`config.mk`:
```
export PLATFORM = sky130hd
export DESIGN_NAME = calc_cmd_parser_flat
export DESIGN_NICKNAME = d
export VERILOG_FILES = /design/src/rtl/calc_pkg.sv /design/src/rtl/calc_cmd_parser_if.sv /design/src/rtl/calc_dec_accum.sv /design/src/rtl/calc_cmd_parser.sv /design/src/flat_wrapper.sv
export SDC_FILE = /design/constraint.sdc
export NUM_CORES = 1
export LEC_CHECK = 0
export CAP_MARGIN = 20
export CORE_MARGIN = 2
export CORE_UTILIZATION = 50
export DETAILED_ROUTE_END_ITERATION = 16
export PLACE_DENSITY = 0.7
export SKIP_LAST_GASP = 1
export SLEW_MARGIN = 20
export SYNTH_ARGS = -nofsm -noshare
export SYNTH_HDL_FRONTEND = slang
export SYNTH_HIERARCHICAL = 1
export SYNTH_SLANG_ARGS = --single-unit
```
`constraint.sdc`:
```
create_clock -name clk -period 17.1 [get_ports clk]
set_clock_uncertainty 0.15 [all_clocks]
set_input_delay 4.275 -clock clk [delete_from_list [all_inputs] [get_ports clk]]
set_output_delay 4.275 -clock clk [all_outputs]
set_load 0.01 [all_outputs]
```
`src/rtl/calc_pkg.sv`:
```
// Shared definitions for the calculator command parser: opcodes, ASCII
// character constants, FSM state and character-class enums, and helpers that
// classify a received byte and map an operator character to its opcode.
// Optional build macro used by the parser slice: CALC_ECHO_EN.
package calc_pkg;

   localparam logic [1:0] OP_ADD = 2'b00;
   localparam logic [1:0] OP_SUB = 2'b01;
   localparam logic [1:0] OP_MUL = 2'b10;
   localparam logic [1:0] OP_DIV = 2'b11;

   localparam logic [7:0] ASCII_ZERO    = 8'h30;
   localparam logic [7:0] ASCII_NINE    = 8'h39;
   localparam logic [7:0] ASCII_PLUS    = 8'h2B;
   localparam logic [7:0] ASCII_MINUS   = 8'h2D;
   localparam logic [7:0] ASCII_STAR    = 8'h2A;
   localparam logic [7:0] ASCII_SLASH   = 8'h2F;
   localparam logic [7:0] ASCII_EQ      = 8'h3D;
   localparam logic [7:0] ASCII_CR      = 8'h0D;
   localparam logic [7:0] ASCII_SPACE   = 8'h20;
   localparam logic [7:0] ASCII_ESC     = 8'h1B;
   localparam logic [7:0] ASCII_LOWER_C = 8'h63;

   typedef enum logic [2:0] {
      ST_IDLE,
      ST_A_DIG,
      ST_OP,
      ST_B_DIG,
      ST_ISSUE
   } state_e;

   typedef enum logic [2:0] {
      CL_DIGIT,
      CL_OP,
      CL_TERM,
      CL_SPACE,
      CL_CLEAR,
      CL_ILLEGAL
   } cls_e;

   // Map a received byte onto its character class.
   function automatic cls_e classify(input logic [7:0] b);
      cls_e c;
      if (b >= ASCII_ZERO && b <= ASCII_NINE) begin
         c = CL_DIGIT;
      end else begin
         case (b)
            ASCII_PLUS, ASCII_MINUS, ASCII_STAR, ASCII_SLASH: c = CL_OP;
            ASCII_EQ, ASCII_CR:                               c = CL_TERM;
            ASCII_SPACE:                                      c = CL_SPACE;
            ASCII_ESC, ASCII_LOWER_C:                         c = CL_CLEAR;
            default:                                          c = CL_ILLEGAL;
         endcase
      end
      return c;
   endfunction

   // Opcode for an operator character; only called on bytes classed CL_OP.
   function automatic logic [1:0] op_of(input logic [7:0] b);
      logic [1:0] o;
      case (b)
         ASCII_MINUS: o = OP_SUB;
         ASCII_STAR:  o = OP_MUL;
         ASCII_SLASH: o = OP_DIV;
         default:     o = OP_ADD;
      endcase
      return o;
   endfunction

endpackage

```
`src/rtl/calc_cmd_parser_if.sv`:
```
// Byte-stream input and command-output bundle of the calculator parser.
// Signals: rx_data/rx_valid (receiver bytes), operand_a/operand_b/op_code/
// cmd_valid/cmd_ready (command handshake), parse_error (reject pulse), and
// echo_data/echo_valid when CALC_ECHO_EN is defined.
// master = parser side, slave = byte source / command consumer side.
interface calc_cmd_parser_if #(
   parameter int unsigned OPW = 16
);
   logic [7:0]     rx_data;
   logic           rx_valid;
   logic [OPW-1:0] operand_a;
   logic [OPW-1:0] operand_b;
   logic [1:0]     op_code;
   logic           cmd_valid;
   logic           cmd_ready;
   logic           parse_error;
`ifdef CALC_ECHO_EN
   logic [7:0]     echo_data;
   logic           echo_valid;
`endif

   modport master (
      input  rx_data, rx_valid, cmd_ready,
      output operand_a, operand_b, op_code, cmd_valid, parse_error
`ifdef CALC_ECHO_EN
      , output echo_data, echo_valid
`endif
   );

   modport slave (
      output rx_data, rx_valid, cmd_ready,
      input  operand_a, operand_b, op_code, cmd_valid, parse_error
`ifdef CALC_ECHO_EN
      , input echo_data, echo_valid
`endif
   );
endinterface

```
`src/rtl/calc_dec_accum.sv`:
```
// Decimal accumulate step: acc*10+digit evaluated at OPW+4 bits, with a flag
// raised when the result no longer fits in OPW bits.
// Ports: acc_i (running value), digit_i (0..9), accum_c_o (low OPW bits of
// the result), ovf_c_o (result exceeds 2^OPW-1). Purely combinational.
module calc_dec_accum #(
   parameter int unsigned OPW = 16
) (
   input  logic [OPW-1:0] acc_i,
   input  logic [3:0]     digit_i,
   output logic [OPW-1:0] accum_c_o,
   output logic           ovf_c_o
);
   localparam int unsigned WW = OPW + 4;

   logic [WW-1:0] wide_c;

   always_comb begin
      wide_c    = WW'(acc_i) * WW'(4'd10) + WW'(digit_i);
      accum_c_o = wide_c[OPW-1:0];
      ovf_c_o   = |wide_c[WW-1:OPW];
   end
endmodule

```
`src/rtl/calc_cmd_parser.sv`:
```
// ASCII infix command parser: turns "<A><op><B>" terminated by '=' or CR into
// operands and an opcode presented over a valid/ready handshake; malformed
// input is discarded with a one-cycle parse_error pulse.
// Ports: clk, reset (async, active-low), bus (calc_cmd_parser_if.master).
// Build macro CALC_ECHO_EN adds a one-cycle echo of every accepted byte.
module calc_cmd_parser
   import calc_pkg::*;
#(
   parameter int unsigned OPW = 16
) (
   input  logic                   clk,
   input  logic                   reset,
   calc_cmd_parser_if.master      bus
);
   state_e         state_q, state_d;
   logic [OPW-1:0] acc_a_q, acc_a_d, acc_b_q, acc_b_d;
   logic [OPW-1:0] operand_a_q, operand_a_d, operand_b_q, operand_b_d;
   logic [1:0]     op_pend_q, op_pend_d, op_code_q, op_code_d;
   logic           cmd_valid_q, cmd_valid_d, parse_error_q, parse_error_d;
`ifdef CALC_ECHO_EN
   logic [7:0]     echo_data_q, echo_data_d;
   logic           echo_valid_q, echo_valid_d;
`endif

   cls_e           cls_c;
   logic [OPW-1:0] acc_in_c, acc_next_c;
   logic           ovf_c, err_c, accept_c;

   // One shared accumulator step; first digit of an operand starts from zero.
   calc_dec_accum #(.OPW(OPW)) u_accum (
      .acc_i     (acc_in_c),
      .digit_i   (bus.rx_data[3:0]),
      .accum_c_o (acc_next_c),
      .ovf_c_o   (ovf_c)
   );

   // Byte classification and per-state legality of the current byte.
   always_comb begin
      cls_c    = classify(bus.rx_data);
      acc_in_c = '0;
      if (state_q == ST_A_DIG) acc_in_c = acc_a_q;
      if (state_q == ST_B_DIG) acc_in_c = acc_b_q;
      accept_c = cmd_valid_q && bus.cmd_ready;
      err_c    = 1'b0;
      if (bus.rx_valid) begin
         unique case (cls_c)
            CL_DIGIT:            err_c = ovf_c;
            CL_SPACE, CL_CLEAR:  err_c = 1'b0;
            CL_OP:               err_c = (state_q != ST_A_DIG);
            CL_TERM:             err_c = (state_q != ST_B_DIG);
            default:             err_c = 1'b1;
         endcase
         // Everything arriving while a command is pending is dropped.
         if (state_q == ST_ISSUE) err_c = 1'b1;
      end
   end

   // State register.
   always_ff @(posedge clk or negedge reset) begin
      if (!reset) state_q <= ST_IDLE;
      else        state_q <= state_d;
   end

   // Next-state logic.
   always_comb begin
      state_d = state_q;
      if (state_q == ST_ISSUE) begin
         if (accept_c) state_d = ST_IDLE;
      end else if (bus.rx_valid) begin
         if (err_c) begin
            state_d = ST_IDLE;
         end else begin
            unique case (cls_c)
               CL_DIGIT: begin
                  if (state_q == ST_IDLE) state_d = ST_A_DIG;
                  if (state_q == ST_OP)   state_d = ST_B_DIG;
               end
               CL_OP:    state_d = ST_OP;
               CL_TERM:  state_d = ST_ISSUE;
               CL_CLEAR: state_d = ST_IDLE;
               default:  state_d = state_q;
            endcase
         end
      end
   end

   // Datapath / output next values.
   always_comb begin
      acc_a_d       = acc_a_q;
      acc_b_d       = acc_b_q;
      op_pend_d     = op_pend_q;
      operand_a_d   = operand_a_q;
      operand_b_d   = operand_b_q;
      op_code_d     = op_code_q;
      cmd_valid_d   = cmd_valid_q;
      parse_error_d = bus.rx_valid && err_c;
`ifdef CALC_ECHO_EN
      echo_valid_d  = bus.rx_valid && !err_c;
      echo_data_d   = (bus.rx_valid && !err_c) ? bus.rx_data : echo_data_q;
`endif
      if (state_q == ST_ISSUE) begin
         if (accept_c) cmd_valid_d = 1'b0;
      end else if (bus.rx_valid) begin
         if (err_c || cls_c == CL_CLEAR) begin
            acc_a_d = '0;
            acc_b_d = '0;
         end else begin
            unique case (cls_c)
               CL_DIGIT: begin
                  if (state_q == ST_IDLE || state_q == ST_A_DIG) acc_a_d = acc_next_c;
                  else                                           acc_b_d = acc_next_c;
               end
               CL_OP:    op_pend_d = op_of(bus.rx_data);
               CL_TERM: begin
                  operand_a_d = acc_a_q;
                  operand_b_d = acc_b_q;
                  op_code_d   = op_pend_q;
                  cmd_valid_d = 1'b1;
                  acc_a_d     = '0;
                  acc_b_d     = '0;
               end
               default: ;
            endcase
         end
      end
   end

   // Datapath and output registers.
   always_ff @(posedge clk or negedge reset) begin
      if (!reset) begin
         acc_a_q       <= '0;
         acc_b_q       <= '0;
         op_pend_q     <= OP_ADD;
         operand_a_q   <= '0;
         operand_b_q   <= '0;
         op_code_q     <= OP_ADD;
         cmd_valid_q   <= 1'b0;
         parse_error_q <= 1'b0;
`ifdef CALC_ECHO_EN
         echo_data_q   <= '0;
         echo_valid_q  <= 1'b0;
`endif
      end else begin
         acc_a_q       <= acc_a_d;
         acc_b_q       <= acc_b_d;
         op_pend_q     <= op_pend_d;
         operand_a_q   <= operand_a_d;
         operand_b_q   <= operand_b_d;
         op_code_q     <= op_code_d;
         cmd_valid_q   <= cmd_valid_d;
         parse_error_q <= parse_error_d;
`ifdef CALC_ECHO_EN
         echo_data_q   <= echo_data_d;
         echo_valid_q  <= echo_valid_d;
`endif
      end
   end

   assign bus.operand_a   = operand_a_q;
   assign bus.operand_b   = operand_b_q;
   assign bus.op_code     = op_code_q;
   assign bus.cmd_valid   = cmd_valid_q;
   assign bus.parse_error = parse_error_q;
`ifdef CALC_ECHO_EN
   assign bus.echo_data   = echo_data_q;
   assign bus.echo_valid  = echo_valid_q;
`endif
endmodule

```
`src/flat_wrapper.sv`:
```
// flat-port wrapper written by rule: the top's interface ports become plain ports
module calc_cmd_parser_flat import calc_pkg::*;
#(
   parameter int unsigned OPW = 16
)
  (clk, reset, bus_rx_data, bus_rx_valid, bus_cmd_ready, bus_operand_a, bus_operand_b, bus_op_code, bus_cmd_valid, bus_parse_error);
  calc_cmd_parser_if #(.OPW(OPW)) bus_i ();
  input  logic clk;
  input  logic reset;
  input wire logic [$bits(bus_i.rx_data)-1:0] bus_rx_data;
  input wire logic [$bits(bus_i.rx_valid)-1:0] bus_rx_valid;
  input wire logic [$bits(bus_i.cmd_ready)-1:0] bus_cmd_ready;
  output wire logic [$bits(bus_i.operand_a)-1:0] bus_operand_a;
  output wire logic [$bits(bus_i.operand_b)-1:0] bus_operand_b;
  output wire logic [$bits(bus_i.op_code)-1:0] bus_op_code;
  output wire logic [$bits(bus_i.cmd_valid)-1:0] bus_cmd_valid;
  output wire logic [$bits(bus_i.parse_error)-1:0] bus_parse_error;
  assign bus_i.rx_data = bus_rx_data;
  assign bus_i.rx_valid = bus_rx_valid;
  assign bus_i.cmd_ready = bus_cmd_ready;
  assign bus_operand_a = bus_i.operand_a;
  assign bus_operand_b = bus_i.operand_b;
  assign bus_op_code = bus_i.op_code;
  assign bus_cmd_valid = bus_i.cmd_valid;
  assign bus_parse_error = bus_i.parse_error;
  calc_cmd_parser #(.OPW(OPW)) u_core (.clk(clk), .reset(reset), .bus(bus_i));
endmodule
```
### Word level (Yosys, flattened, before mapping)

Cells that the tools add are included.

* add/subtract/negate cells: 1
* $mul: 1
* div/mod/pow operators: 0
* order comparisons: 2
* equality and inequality tests: 24
* shift-type cells: 0
* multiplexer cells: 26
* bitwise logic cells: 2
* reduce and logical (&&, ||, !) cells: 22

Operators with widths (number)
* $mux 16: 6
* $pmux 16 s2: 2
* $eq 8x6->1 const B: 6
* $pmux 3 s4: 2
* $reduce_and 4->1: 6
* $mux 3: 7
* $add 20x4->20: 1
* $mul 16x3->19 const B: 1
* $eq 3x2->1 const B: 4
* $eq 8x4->1 const B: 1
* $eq 8x5->1 const B: 1
* $eq 8x7->1 const B: 1
* $ge 8x6->1 const B: 1
* $le 8x6->1 const B: 1
* $reduce_or 4->1: 2
* $mux 1: 7
* $eq 3x1->1 const B: 2
* $eq 3x3->1 const B: 2
* $logic_not 3->1: 2
* $ne 3x1->1 const B: 2
* $ne 3x2->1 const B: 2
* $pmux 2 s3: 1
* $reduce_bool 6->1: 1
* $reduce_or 2->1: 3
* 8 further kinds: 14

* register bits: 73
* latch bits: 0
* memory bits (writable): 0
* memory bits (read-only): 0
* output and inout port bits: 36
* word-level logic and storage cells: 87
* memories kept: 0

### Logic depth before layout (Yosys ltp)

Gate-level depths: netlist (run 1).

* depth after elaboration: 13
* gate-level depth with buffers: 22

### By module

The synthesis (run 1) kept the hierarchy.

By module, submodules not included
* calc_cmd_parser: instances 1, cells an instance 263, area each 3388.2 um2
* calc_dec_accum: instances 1, cells an instance 152, area each 1252.5 um2

### Worst setup path after synthesis (run 1)

No wires, ideal clock.

* path type: input -> register
* from: input bus_rx_data[2]
* to: register u_core.acc_b_q[10]
* library setup time: 0.065 ns
* data arrival time: 7.082 ns
* data required time: 16.885 ns
* slack: 9.802 ns
* cell stages on the path: 14
* path through: ha_1 > a21o_1 > a21oi_1 > nor3_1 > nand3_1 > nor4_1 > nand4_1 > mux2i_1 > or4_1 > nand3_1 > o21ai_4 > o31ai_4 > buf_6 > a22o_1

* elaborated cells on any way between the ends: 35
* those cells by class: add/sub (1); order compare (2); eq/ne (14); mux (8); reduce/logical (10)

RTL lines
* start: declaration: RTL line flat_wrapper.sv:10 `input wire logic [$bits(bus_i.rx_data)-1:0] bus_rx_data;`
* $add 20x4->20 *: RTL line calc_dec_accum.sv:18 `wide_c = WW'(acc_i) * WW'(4'd10) + WW'(digit_i);`
* $reduce_or 4->1 *: RTL line calc_dec_accum.sv:20 `ovf_c_o = |wide_c[WW-1:OPW];`
* named net u_core.ovf_c: RTL line calc_cmd_parser.sv:27 `logic ovf_c, err_c, accept_c;`
* $pmux 1 s4 *: RTL line calc_cmd_parser.sv:46 `unique case (cls_c)`
* $mux 1 *: RTL line calc_cmd_parser.sv:54 `if (state_q == ST_ISSUE) err_c = 1'b1;`
* $mux 1 *: RTL line calc_cmd_parser.sv:45 `if (bus.rx_valid) begin`
* $logic_or 1x1->1 *: RTL line calc_cmd_parser.sv:104 `if (err_c || cls_c == CL_CLEAR) begin`
* $ne 3x2->1 (no source line) / $reduce_bool 3->1 (equally long branches)
* $reduce_and 4->1 (no source line)
* end signal: assignment: RTL line calc_cmd_parser.sv:132 `acc_b_q <= '0;`
* end signal: assignment: RTL line calc_cmd_parser.sv:145 `acc_b_q <= acc_b_d;`
* end: declaration: RTL line calc_cmd_parser.sv:16 `logic [OPW-1:0] acc_a_q, acc_a_d, acc_b_q, acc_b_d;`

The timed path passes the listed nets; every way through them passes the cells marked *. The select of a mux whose other input is x is not followed.
A chain may end at the register's enable or synchronous reset.

### Worst setup path after layout (run 1)

* from: input bus_rx_data[2]
* to: register u_core.acc_b_q[13]

The elaborated chain is that of the path after synthesis.

==> impl_metrics.csv, run 1 <==
group,metric,value,unit
global_route,grt_first_pass_wirelength,16800,um
critical_path,crit_path_end_kind,"register",
clock_network,cts_setup_buffers,0,
global_route,grt_pass1_vias,3285,
yosys,synth_edf_count,0,
sta,rsz0062_at_grt,"no",
yosys,yosysWarnings,6,
global_route,antenna_found_initial,0,
floorplanning,die_area,10100,um^2
place,gp_congestion,0.876,
yosys,synth.distinct_cells,75,
clock_network,ctsHoldBuffers,0,
place,io_buffers,47,
floorplanning,fp-row-count,35,
place,dp_hpwl,7540,um
sta,fin_ws,8.37,ns
floorplanning,die_h,100,um
yosys,synth_fp_nets,460,
final_layout,stdcell_area,5400,um^2
sta,tns,0,ns
routing,drc,0,
hold_path,hp-class,"reg -> reg",
final_layout,layout.cells.most_common,"dfrtp_1",
pwr,vdd_drop_max,43.8,uV
floorplanning,die_w,100,um
critical_path,cp.required,17.24,ns
sta,hold_viol,0,
final_layout,layout.nets,501,
routing,via_count,3337,
yosys,synthFlopType,"dfrtp_1",
flow_run,max_cap_viol_count,0,
critical_path,crit_fanout,20,
final_layout,stdcell_count,572,
final_layout,final_util,59.3,%
critical_path,cp-start-kind,"primary input",
status,status,"complete, no violations",
final_layout,area_delta_synth_final,16.4,%
final_layout,seq_area,1830,um^2
sta,slew_headroom,41.6,%
routing,totalWireLength,10100,um
yosys,ys_seq_area_share,39.4,%
clock_network,cts_root_buf,"clkbuf_8",
clock_network,clockBufferDepth,2,
final_layout,n_antenna_cell,0,
clock_network,cts_buffers,9,
critical_path,path_class,"in -> reg",
pwr,powerDensity,68.4,nW/um^2
final_layout,multi_input_area,2630,um^2
sta,maxSlewViolCount,0,
yosys,async_reset_ff_share,100,%
routing,dr.pass1.iters,4,
routing,postRouteAntennaNets,0,
sta,finalSetupViolations,0,
clock_network,clock_sinks,73,
floorplanning,coreArea,9110,um^2
critical_path,rrSetupSlack,10.68,ns
final_layout,nFillCells,788,
final_layout,mostFrequentLayoutCells,"dfrtp_1 (72), clkdlybuf4s50_1 (46), nor2_1 (37)",
clock_network,cts_tree,"done",
global_route,overflow,0,
final_layout,drive_gt1_share,11.1,%
sta,period_share,51.0,%
sta,fmax,115,MHz
yosys,ys_ff_latch,73,
global_route,grt_start_max_net_pins,74,
clock_network,cts-htree-levels,3,
critical_path,worstPathArrival,8.86,ns
routing,drt_iter0_drc,254,
sta,worst_slew_pin_slew,0.876,ns
clock_network,cts.repair.resized,0,
floorplanning,boundaryPins,48,
clock_network,clk_latency,0.35,ns
clock_network,clkTransAtPathRegs,0.08,ns
place,place_worst_setup_slack,8.08,ns
yosys,netlist_instances,415,
routing,avgViaCountPerCell,5.83,
routing,wl_per_cell,17.6,um
sta,layout_min_cycle_time,8.73,ns
floorplanning,start_util,50.9,%
place,dpl_cell_area,5130,um^2
yosys,syn_area_per_cell,11.2,um^2
place,place_inst,556,
pwr,p_leak,2.46,nW
yosys,netlist_area,4640,um^2
global_route,grt_usage,21.3,%
-- worst max-delay path, stage by stage --
cell and delay, ns:
clkdlybuf4s50_1 0.65, ha_1 0.41, a21o_1 0.10, a21oi_1 0.10
nor3_1 0.37, nand3_1 0.16, nor4_1 0.38, nand4_1 0.18
mux2i_1 0.15, or4_1 0.50, nand3_1 0.17, o211a_1 0.58
and2_1 0.59, a22o_1 0.23
-- flip-flops by register name (all words and copies together), names as in the netlist --
| name | flops |
|---|---|
| u_core/bus.op_code | 2 |
| u_core/acc_b_q | 16 |
| u_core/op_pend_q | 2 |
| u_core/acc_a_q | 16 |
| u_core/bus.cmd_valid | 1 |
| u_core/bus.operand_a | 16 |
| u_core/bus.operand_b | 16 |
| u_core/state_q | 3 |
| u_core/bus.parse_error | 1 |
-- layer usage --
| layer | global-route usage (%) | part of all wire [%] | wire length (um) | up-vias |
|---|---|---|---|---|
| met1 | 31.0 | 51 | 5090 | 1647 |
| met5 | 0 | 0 | 0 | - |
| met3 | 3.13 | 2.4 | 241 | 11 |
| li1 | - | - | - | 1631 |
| met2 | 33.1 | 46 | 4580 | 48 |
| met4 | 5.90 | 1.4 | 138 | 0 |
-- cell usage after synthesis (3+ instances only) --
| library cell | n | share of area [%] |
|---|---|---|
| a21oi_1 | 15 | 1.6 |
| a22o_1 | 17 | 3.2 |
| nor3_1 | 6 | 0.65 |
| buf_6 | 6 | 1.5 |
| ha_1 | 31 | 8.4 |
| mux2_1 | 27 | 6.6 |
| nand3_1 | 7 | 0.75 |
| dfrtp_1 | 73 | 39 |
| o21a_1 | 5 | 0.81 |
| nand2_1 | 14 | 1.1 |
| nand2b_1 | 3 | 0.40 |
| buf_2 | 8 | 0.86 |
| mux2_2 | 7 | 1.7 |
| a32o_1 | 16 | 3.5 |
| inv_1 | 14 | 1.1 |
| mux2i_1 | 19 | 4.1 |
| o21ba_2 | 3 | 0.65 |
| xor2_1 | 5 | 0.94 |
| o21ai_0 | 8 | 0.86 |
| nor2b_1 | 4 | 0.54 |
| nor2_1 | 37 | 3.0 |
| nor3b_1 | 3 | 0.49 |
| nand4_1 | 4 | 0.54 |
| xnor2_1 | 16 | 3.0 |
| o21ai_1 | 4 | 0.43 |
-- cells by family after synthesis --
logic type	Yosys count	share of synthesized area (%)
fa+ha+maj	33	9.22
compound gates	98	18.2
simple gates	100	11.9
mux	54	12.7
buf+inv	34	4.02
xor+xnor	23	4.66
flops	73	39.4
-- per-stage QoR --
stage | power [W] | hold slack, ns
floorplan | 0.000188 | 0.305
global placement | 0.000196 | 0.316
detailed placement | 0.000196 | 0.324
CTS | 0.000372 | 0.341
global route | 0.000382 | 0.359
finish | 0.000369 | 0.333
-- path summary, 6_finish.rpt --
path / start / end / cells after the start
worst max-delay path: bus_rx_data[2] / u_core/acc_b_q[13] / 14
worst min-delay path: u_core/bus.operand_b[8] / u_core/bus.operand_b[8] / 1
min in group asynchronous: reset / u_core/bus.op_code[1] / 2
max in group asynchronous: reset / u_core/state_q[1] / 2
worst max register to register: u_core/state_q[2] / u_core/acc_b_q[13] / 17
worst min register to register: u_core/bus.operand_b[8] / u_core/bus.operand_b[8] / 1
-- area by class of cell --
class	count	area share [%]
flip-flops and latches	73	33.8
clock buffers	9	2.29
well taps	111	2.57
inverters	15	1.04
repair buffers	49	8.89
multi-input cells	308	48.7
clock inverters	7	2.64
-- where the power goes --
group	switching (W)	leakage, nW	internal [W]
sequential	0.000000573	1.02	0.000173
clock	0.0000648	0.133	0.000112
combinational	0.0000121	1.31	0.00000658
Power figures use the tool's default switching activity.
==> run 2, diff against run 1 <==
clock period = 8.3 ns   (was 17.1 ns; I/O delays follow)
==> impl_metrics.csv, run 2 (synthesized netlist as in run 1, its figures left out) <==
group,metric,value,unit
status,status,"complete, no violations",
routing,postRouteAntennaNets,0,
sta,tns,0,ns
critical_path,crit_path_end_kind,"register",
floorplanning,fp-row-count,35,
final_layout,stdcell_area,5360,um^2
clock_network,clock_sinks,73,
clock_network,clockBufferDepth,2,
critical_path,rrSetupSlack,1.88,ns
clock_network,clkTransAtPathRegs,0.08,ns
sta,worst_slew_pin_slew,0.886,ns
critical_path,cp-start-kind,"primary input",
sta,rsz0062_at_grt,"no",
global_route,antenna_found_initial,0,
clock_network,cts_setup_buffers,0,
clock_network,cts_buffers,9,
hold_path,hold_end,"u_core/bus.operand_b[0]",
hold_path,hp-class,"reg -> reg",
routing,totalWireLength,10100,um
critical_path,crit_fanout,20,
routing,drt_iter0_drc,206,
sta,maxSlewViolCount,0,
final_layout,layout.cells.most_common,"dfrtp_1",
critical_path,worstSetupStartpoint,"bus_rx_data[2]",
floorplanning,start_util,50.9,%
critical_path,r2r_cells,17,
sta,layout_min_cycle_time,6.53,ns
place,dpl_cell_area,5130,um^2
final_layout,layout.nets,501,
floorplanning,die_w,100,um
routing,dr.pass1.iters,6,
clock_network,clk_latency,0.35,ns
floorplanning,die_area,10100,um^2
floorplanning,boundaryPins,48,
hold_path,min_path_cells,1,
critical_path,r2r-start,"u_core/state_q[2]",
sta,whs,0.337,ns
final_layout,mostFrequentLayoutCells,"dfrtp_1 (72), clkdlybuf4s50_1 (46), nor2_1 (37)",
final_layout,n_antenna_cell,0,
sta,period_share,78.7,%
sta,slew_headroom,40.9,%
routing,via_count,3390,
sta,hold_viol,0,
critical_path,timing.rr.end,"u_core/acc_b_q[13]",
clock_network,cts_tree,"done",
pwr,total_power,0.000712,W
clock_network,cts_root_buf,"clkbuf_8",
critical_path,path_class,"in -> reg",
hold_path,min_from,"u_core/bus.operand_b[0]",
floorplanning,die_h,100,um
clock_network,cts.repair.resized,0,
sta,fmax,153,MHz
clock_network,ctsHoldBuffers,0,
global_route,grt_usage,21.1,%
final_layout,drive_gt1_share,11.1,%
global_route,overflow,0,
critical_path,worstPathArrival,6.68,ns
critical_path,cp.required,8.44,ns
global_route,grt_pass1_vias,3251,
final_layout,area_delta_synth_final,15.6,%
flow_run,max_cap_viol_count,0,
global_route,grt_first_pass_wirelength,16600,um
clock_network,cts-htree-levels,3,
pwr,powerDensity,133,nW/um^2
place,gp_congestion,0.875,
place,place_inst,556,
floorplanning,coreArea,9110,um^2
pwr,p_leak,2.43,nW
routing,wl_per_cell,17.7,um
sta,finalSetupViolations,0,
place,io_buffers,47,
place,dp_hpwl,7540,um
global_route,grt_start_max_net_pins,74,
routing,drc,0,
final_layout,stdcell_count,572,
pwr,vdd_drop_max,61.8,uV
routing,avgViaCountPerCell,5.93,
run 2: changes by cell type in the layout (fill, tap and decap cells not counted), sizes merged:
cell / before / now
clkinv: 3 / 0
clkinvlp: 0 / 3
bufinv: 4 / 2
inv: 15 / 17
run 2: report_power, final:
group	leakage (nW)	switching, W	internal [W]
Sequential	1.02	0.00000123	0.000357
Clock	0.104	0.000142	0.000172
Combinational	1.31	0.0000253	0.0000135
run 2: how the worst max path moves through the flow:
stage / to / slack, ns / depth (start not counted)
5_1_grt: u_core/acc_b_q[13] / 1.47 / 14
2_1_floorplan: u_core/acc_b_q[10] / 2.96 / 21
3_3_place_gp: u_core/acc_b_q[12] / 1.64 / 14
4_1_cts: u_core/acc_b_q[13] / 1.77 / 17
3_5_place_dp: u_core/acc_b_q[13] / 1.48 / 14
6_report: u_core/acc_b_q[13] / 1.77 / 14
run 2: routing by layer:
layer  global-route usage, %  up-vias  routed length [um]
li1                        -     1635                   -
met1                    31.1     1661                4910
met2                    32.1       81                4680
met3                    2.65       13                 400
met4                    7.80        0                 116
met5                       0        -                   0
run 2: metrics by stage:
step                worst slack (ns)  util (%)
floorplan                       2.96         -
global placement                1.64      56.3
detailed placement              1.48      56.3
CTS                             1.77      58.8
global route                    1.47      58.9
finish                          1.77      58.9
run 2: cell type report:
cell class	count	area [um^2]
clock buffer	9	124
clock inverter	7	103
fill	812	3740
inverter	15	56.3
multi-input combinational	308	2630
sequential	73	1830
tap	111	139
timing repair buffer	49	480
run 2: worst max-delay path, cell delays in order:
cell	delay, ns
clkdlybuf4s50_1	0.66
ha_1	0.42
a21o_1	0.11
a21oi_1	0.10
nor3_1	0.37
nand3_1	0.16
nor4_1	0.36
nand4_1	0.17
mux2i_1	0.15
or4_1	0.50
nand3_1	0.17
o211a_1	0.61
and2_1	0.60
a22o_1	0.22
==> run 3, diff against run 2 <==
PLACE_DENSITY = 0.72   (was 0.7)
clock period = 6 ns   (was 8.3 ns; I/O delays follow)
==> impl_metrics.csv, run 3 (synthesized netlist as in run 1, its figures left out) <==
group,metric,value,unit
critical_path,path_buf_inv,2,
place,dpl_cell_area,5200,um^2
pwr,p_leak,2.50,nW
place,dp_hpwl,7400,um
sta,period_share,89.7,%
sta,worst_slew_pin_slew,0.900,ns
critical_path,crit_path_end_kind,"register",
clock_network,clock_sinks,73,
clock_network,cts_root_buf,"clkbuf_8",
sta,rsz0062_at_grt,"no",
critical_path,crit_fanout,16,
sta,layout_min_cycle_time,5.38,ns
routing,postRouteAntennaNets,0,
global_route,grt_start_max_net_pins,74,
global_route,antenna_found_initial,0,
critical_path,critical-path-top-delay-family,"simple AND/OR/NAND/NOR gates",
final_layout,stdcell_area,5440,um^2
critical_path,cp-start-kind,"register",
clock_network,clockBufferDepth,2,
pwr,total_power,0.00102,W
pwr,vdd_drop_max,109,uV
critical_path,cp.required,6.13,ns
critical_path,path_class,"reg -> reg",
routing,drt_iter0_drc,169,
final_layout,area_delta_synth_final,17.3,%
sta,tns,0,ns
final_layout,layout.cells.most_common,"dfrtp_1",
final_layout,n_antenna_cell,0,
clock_network,cts_setup_buffers,0,
flow_run,max_cap_viol_count,0,
pwr,powerDensity,187,nW/um^2
sta,slew_headroom,40.0,%
sta,hold_viol,0,
floorplanning,die_w,100,um
global_route,overflow,0,
global_route,grt_pass1_vias,3456,
status,status,"complete, no violations",
floorplanning,coreArea,9110,um^2
final_layout,final_util,59.8,%
final_layout,nFillCells,760,
final_layout,mostFrequentLayoutCells,"dfrtp_1 (73), clkdlybuf4s50_1 (46), nor2_1 (37)",
critical_path,max_stage_delay,0.50,ns
routing,via_count,3457,
sta,maxSlewViolCount,0,
floorplanning,die_area,10100,um^2
routing,dr.pass1.iters,4,
final_layout,layout.nets,510,
routing,totalWireLength,9950,um
routing,wl_per_cell,17.1,um
clock_network,cts_tree,"done",
clock_network,cts_buffers,9,
hold_path,hp-class,"reg -> reg",
floorplanning,fp-row-count,35,
clock_network,ctsHoldBuffers,0,
global_route,grt_usage,21.0,%
floorplanning,boundaryPins,48,
routing,avgViaCountPerCell,5.95,
critical_path,worstPathArrival,5.51,ns
final_layout,drive_gt1_share,12.3,%
clock_network,clk_latency,0.35,ns
global_route,grt_first_pass_wirelength,16900,um
clock_network,cts.repair.resized,0,
clock_network,cts-htree-levels,3,
floorplanning,die_h,100,um
place,place_inst,565,
routing,drc,0,
sta,finalSetupViolations,0,
final_layout,stdcell_count,581,
sta,fmax,186,MHz
critical_path,slowest_stage,"fa_1",
place,io_buffers,47,
critical_path,worstPathCellList,"nand2b_1, buf_4, nor2_1, ha_1, fa_1, a211oi_1, o21ai_0, a32oi_1, nand3_1, nor4_1, nand4_1, mux2i_1, or4_1, nand3_1, o21ai_4, o31ai_4, buf_4, a22o_1",
floorplanning,start_util,50.9,%
place,gp_congestion,0.942,
clock_network,clkTransAtPathRegs,0.08,ns
==> run 3: cell types whose count changed in the layout (fill, tap and decap cells not counted), sizes merged <==
| cell | change |
|---|---|
| inv | -1 |
| buf | +9 |
| clkbuf | +1 |
| clkinv | +1 |
| bufinv | +1 |
| clkinvlp | -2 |
==> run 3: final cells by class <==
cell class | instances | area (um^2) | area share, %
Inverter | 15 | 56.3 | 1.03
Sequential cell | 73 | 1830 | 33.6
Multi-Input combinational cell | 308 | 2630 | 48.3
Clock buffer | 10 | 128 | 2.34
Clock inverter | 6 | 115 | 2.11
Timing Repair Buffer | 58 | 551 | 10.1
Tap cell | 111 | 139 | 2.55
==> run 3: worst paths after layout <==
| kind | depth (start not counted) | to | slack, ns | from |
|---|---|---|---|---|
| worst max-delay path | 18 | u_core/acc_b_q[11] | 0.62 | u_core/state_q[2] |
| worst min-delay path | 1 | u_core/bus.operand_b[7] | 0.34 | u_core/bus.operand_b[7] |
| worst max register to register | 18 | u_core/acc_b_q[11] | 0.62 | u_core/state_q[2] |
| worst min register to register | 1 | u_core/bus.operand_b[7] | 0.34 | u_core/bus.operand_b[7] |
| max in group asynchronous | 1 | u_core/acc_b_q[10] | 3.99 | reset |
| min in group asynchronous | 1 | u_core/bus.cmd_valid | 1.11 | reset |
==> run 3: layer usage <==
metal | part of all wire, % | vias up | wire, um | GRT usage, %
met5 | 0 | - | 0 | 0
met4 | 1.9 | 0 | 189 | 7.59
met3 | 5.3 | 14 | 524 | 2.86
met2 | 44 | 102 | 4400 | 31.9
met1 | 49 | 1686 | 4830 | 30.8
li1 | - | 1655 | - | -
==> run 3: per-stage QoR <==
stage,hold slack (ns),setup WS [ns]
finish,0.339,0.621
global route,0.365,0.287
CTS,0.344,0.684
detailed placement,0.327,0.585
global placement,0.316,0.687
floorplan,0.305,0.662
==> run 3: report_power, final <==
| group | total (W) | switching [W] | internal, W |
|---|---|---|---|
| clock | 0.000466 | 0.000188 | 0.000278 |
| sequential | 0.000496 | 0.00000139 | 0.000494 |
| combinational | 0.0000572 | 0.0000357 | 0.0000215 |
| total | 0.00102 | 0.000225 | 0.000794 |
